--- config.mk ---
export PLATFORM = sky130hd
export DESIGN_NAME = inst_fetch
export DESIGN_NICKNAME = d
export VERILOG_FILES = /design/src/rtl/inst_fetch.sv
export SDC_FILE = /design/constraint.sdc
export NUM_CORES = 1
export LEC_CHECK = 0
export BUFFER_PORTS_ARGS = -buffer_cell sky130_fd_sc_hd__buf_4
export CORE_UTILIZATION = 45
export DETAILED_ROUTE_END_ITERATION = 10
export HOLD_SLACK_MARGIN = 0.08
export PLACE_DENSITY = 0.76
export SYNTH_ARGS = -nofsm -noshare
export SYNTH_HDL_FRONTEND = slang
export SYNTH_SLANG_ARGS = --single-unit
--- constraint.sdc ---
create_clock -name clk -period 1.8 [get_ports clk]
set_input_delay 0.18 -clock clk [delete_from_list [all_inputs] [get_ports clk]]
set_output_delay 0.18 -clock clk [all_outputs]
set_load 0.01 [all_outputs]
--- src/rtl/inst_fetch.sv ---
// Instruction fetch: owns the PC, drives the instruction ROM and registers the word into IF/ID.
// Latency: 1 cycle from rom_addr_o to id_inst_o; first valid word on the third edge after reset.
// Backpressure: stall_id freezes PC, IF/ID and counter; stall_if holds PC and injects bubbles.
module inst_fetch #(
    parameter logic [31:0] RESET_PC = 32'h0000_0000,
    parameter int          CNT_W    = 32
) (
    input  logic             clk,
    input  logic             rst,
    input  logic             stall_if,
    input  logic             stall_id,
    input  logic             branch_flag_i,
    input  logic [31:0]      branch_target_i,
    input  logic             flush_i,
    input  logic [31:0]      new_pc_i,
    output logic             rom_ce_o,
    output logic [31:0]      rom_addr_o,
    input  logic [31:0]      rom_inst_i,
    output logic [31:0]      id_pc_o,
    output logic [31:0]      id_inst_o,
    output logic             id_valid_o,
    output logic             misalign_o,
    output logic [CNT_W-1:0] fetch_cnt_o
);

    localparam logic        CHIP_ENABLE  = 1'b1;
    localparam logic        CHIP_DISABLE = 1'b0;
    localparam logic [31:0] ZERO_WORD    = 32'h0000_0000;

    typedef enum logic {
        IDLE = 1'b0,
        RUN  = 1'b1
    } state_t;

    state_t      state;
    logic [31:0] pc;

    // Both outputs come straight from flops, so no input reaches them combinationally.
    assign rom_addr_o = pc;
    assign rom_ce_o   = (state == RUN) ? CHIP_ENABLE : CHIP_DISABLE;

    always_ff @(posedge clk) begin
        if (rst) begin
            state       <= IDLE;
            pc          <= RESET_PC;
            id_pc_o     <= ZERO_WORD;
            id_inst_o   <= ZERO_WORD;
            id_valid_o  <= 1'b0;
            misalign_o  <= 1'b0;
            fetch_cnt_o <= '0;
        end else if (state == IDLE) begin
            state      <= RUN;
            misalign_o <= 1'b0;
        end else begin
            misalign_o <= 1'b0;
            if (flush_i) begin
                pc         <= {new_pc_i[31:2], 2'b00};
                id_pc_o    <= ZERO_WORD;
                id_inst_o  <= ZERO_WORD;
                id_valid_o <= 1'b0;
                misalign_o <= |new_pc_i[1:0];
            end else if (stall_id) begin
                // decode busy: hold everything; a pending branch is re-presented later
            end else if (stall_if) begin
                id_pc_o    <= ZERO_WORD;
                id_inst_o  <= ZERO_WORD;
                id_valid_o <= 1'b0;
            end else begin
                id_pc_o     <= pc;
                id_inst_o   <= rom_inst_i;
                id_valid_o  <= 1'b1;
                fetch_cnt_o <= fetch_cnt_o + CNT_W'(1);
                // The word fetched this cycle is the delay slot; the target follows.
                if (branch_flag_i) begin
                    pc         <= {branch_target_i[31:2], 2'b00};
                    misalign_o <= |branch_target_i[1:0];
                end else begin
                    pc <= pc + 32'd4;
                end
            end
        end
    end

endmodule

==> reports/results.txt <==
endpoints failing hold: 0
period utilization: 98.5%
Slew Viols, Final: 0
DR WL/cell: 17.1 um
post-synth top area cell: dfxtp_1
clock sink count: 128
met2 Use GR: 49.4%
synth top area cells: dfxtp_1 42%, a21oi_1 5.8%, nor2_1 5.4%, a22oi_1 4.8%, nand3_1 4.0%
Final nets: 1189
Design Area, Final: 9760 um2
Critical Path Source: state
EDFF count, synth: 0
first-pass GRT wire length: 34.2 mm
post-synth cell types: 59
routed vias/inst: 5.62
layout cell share with drive strength beyond 1: 36.6%
Fmax: 564 MHz
worst path required time: 2.15 ns
#FFs+latches synth: 128
Most used DFF post-synth: dfxtp_1
initial antenna violation count: 0
H-tree levels: 4
Critical Path Start Type: flop
WHS Path Cells: 3
Gate Count Post-Synth: 756
Vias: 7164
die height: 118 um
P_leak: 4.15 nW
placed cell count: 1194
Clock Path Buffers: 2
FF-to-FF path depth: 6
largest net degree at the start of global routing: 48
max_cap viols: 0
most frequent cell after synthesis: dfxtp_1
# diodes: 0
Die ar.: 13900 um2
Synth async-reset ratio: 0%
final antenna-violating net count: 0
latest clock arrival within the worst-skew pair: 0.42 ns
Max FO, Critical Path: 7
YS warnings: 0
Syn Area/Cell: 8.02 um2
Die W: 118 um
final worst path period need: 1.77 ns
Port Buffers: 230
R2R Path Start: state
gr ovfl total: 0
final setup fails: 0
synth cell count leaders: 128 x dfxtp_1, 87 x nor2_1, 70 x a21oi_1
outcome: complete, no violations
sequential area share after synthesis: 42.2%
unrepaired setup endpoints after global routing: yes
WS Path Type: flop to flop
total CTS buffers: 17
Area after DPL: 8590 um2
Mapped Area: 6070 um2
vias in the first global route: 6722
fill count: 1016
All-Layer GR Usage: 30.9%
remaining routing DRC violations: 0
gr busiest metal: met2
PwrDens: 774 nW/um2
flop2flop setup slack: 0.03 ns
FF/Latch Area: 2580 um2
core area: 13200 um2
area of the multi-input gates: 3380 um2
final non-filler cell total: 1274
Ports: 233
GP Congestion: 0.859
Initial DRC Count: 561
dpl hpwl: 14.7 mm
met3 global-route usage: 7.80%
Reg clk slew, reported paths: 0.06 ns
Crit. End Element: flop
clk_skew: 0.0120 ns
DRT Wirelength: 21.8 mm
Worst Hold Class: input pin to flop
HP Start: new_pc_i[11]
grt met1 use: 38.9%
Initial Utilization: 46.0%
Peak VDD IR: 584 uV
row count: 42
WP data arrival: 2.13 ns
CTS tree: yes
clock root buffer: clkbuf_16
Syn-to-layout area delta: 61.0%
Yosys top cell area share: 42.2%
First-pass DRT Iterations: 5
[state kept, by name, indices dropped and copies added, names as in the netlist]
name,count
fetch_cnt_o,32
id_inst_o,32
id_pc_o,31
id_valid_o,1
misalign_o,1
rom_addr_o,30
state,1
[layout by cell type (no fill, tap or decap), drive strengths merged, types with 5 or more instances in the layout]
cell	n
buf	328
dfxtp	128
nor2	87
a21oi	70
nand2	60
nand3	50
o21ai	46
dlygate4sd3	42
a22oi	39
nand4	24
clkbuf	22
or3	18
xor2	16
inv	13
and3	13
nor4	11
a31oi	8
and2	7
nor3	7
o211ai	7
a21o	7
and4	7
xnor2	6
mux2i	6
clkinv	6
a221oi	5
[report_power, final]
| part | internal (mW) | switching (mW) | leakage (nW) |
|---|---|---|---|
| Combinational | 0.521 | 0.523 | 2.81 |
| Clock | 2.28 | 1.27 | 0.300 |
| Sequential | 2.91 | 0.0527 | 1.04 |
[timing repair]
action	in CTS	in global routing
resized for setup	5	20
setup endpoints to repair	17	20
cloned	0	0
pin swaps	2	11
buffers inserted	3	3
endpoints found under the hold margin	40	2
hold buffers	40	2
[cells by family (layout without fill, tap and decap cells)]
family | Yosys count | count (layout) | synth area share [%]
fa+ha+maj | 2 | 2 | 0.412
flops | 128 | 128 | 42.2
simple gates | 302 | 302 | 25.1
other cells | 1 | 2 | 0.0618
buf+inv | 74 | 415 | 4.89
xor+xnor | 22 | 22 | 3.18
compound gates | 219 | 219 | 22.8
mux | 8 | 8 | 1.36
[per-stage QoR]
step | setup WS (ns) | TNS, ns | total power, mW | hold WS, ns | utilization [%]
floorplan | -0.116 | -0.614 | 3.44 | 0.332 | -
global placement | -0.120 | -0.943 | 3.95 | 0.428 | 65.1
detailed placement | -0.191 | -1.67 | 3.96 | 0.436 | 65.1
CTS | 0.000449 | 0 | 7.56 | 0.0800 | 73.1
global route | -0.0571 | -0.248 | 7.83 | 0.0995 | 74.0
finish | 0.0267 | 0 | 7.56 | 0.0857 | 74.0
[layout make-up]
cell class / count / share of cell area, %
clock buffers: 22 / 4.86
clock inverters: 10 / 1.36
inverters: 13 / 0.500
multi-input cells: 555 / 34.6
flip-flops and latches: 128 / 26.4
well taps: 176 / 2.26
repair buffers: 370 / 30.0
[metal layers]
metal	up-vias	routed length, um
met3	50	1680
met1	3385	9130
met4	0	683
li1	3419	-
met5	-	0
met2	310	10300
[worst paths after layout]
kind	end
worst max-delay path	fetch_cnt_o[24]
worst min-delay path	rom_addr_o[11]
worst max register to register	fetch_cnt_o[24]
worst min register to register	id_inst_o[21]
[critical path: stages (launching register included)]
cell and delay [ns]:
dfxtp_2 0.32, nor4b_4 0.17, buf_4 0.18, and4_4 0.27
nand3_4 0.11, or4_4 0.50, a21oi_2 0.14
Note: power is estimated with default switching activity, not from simulation.
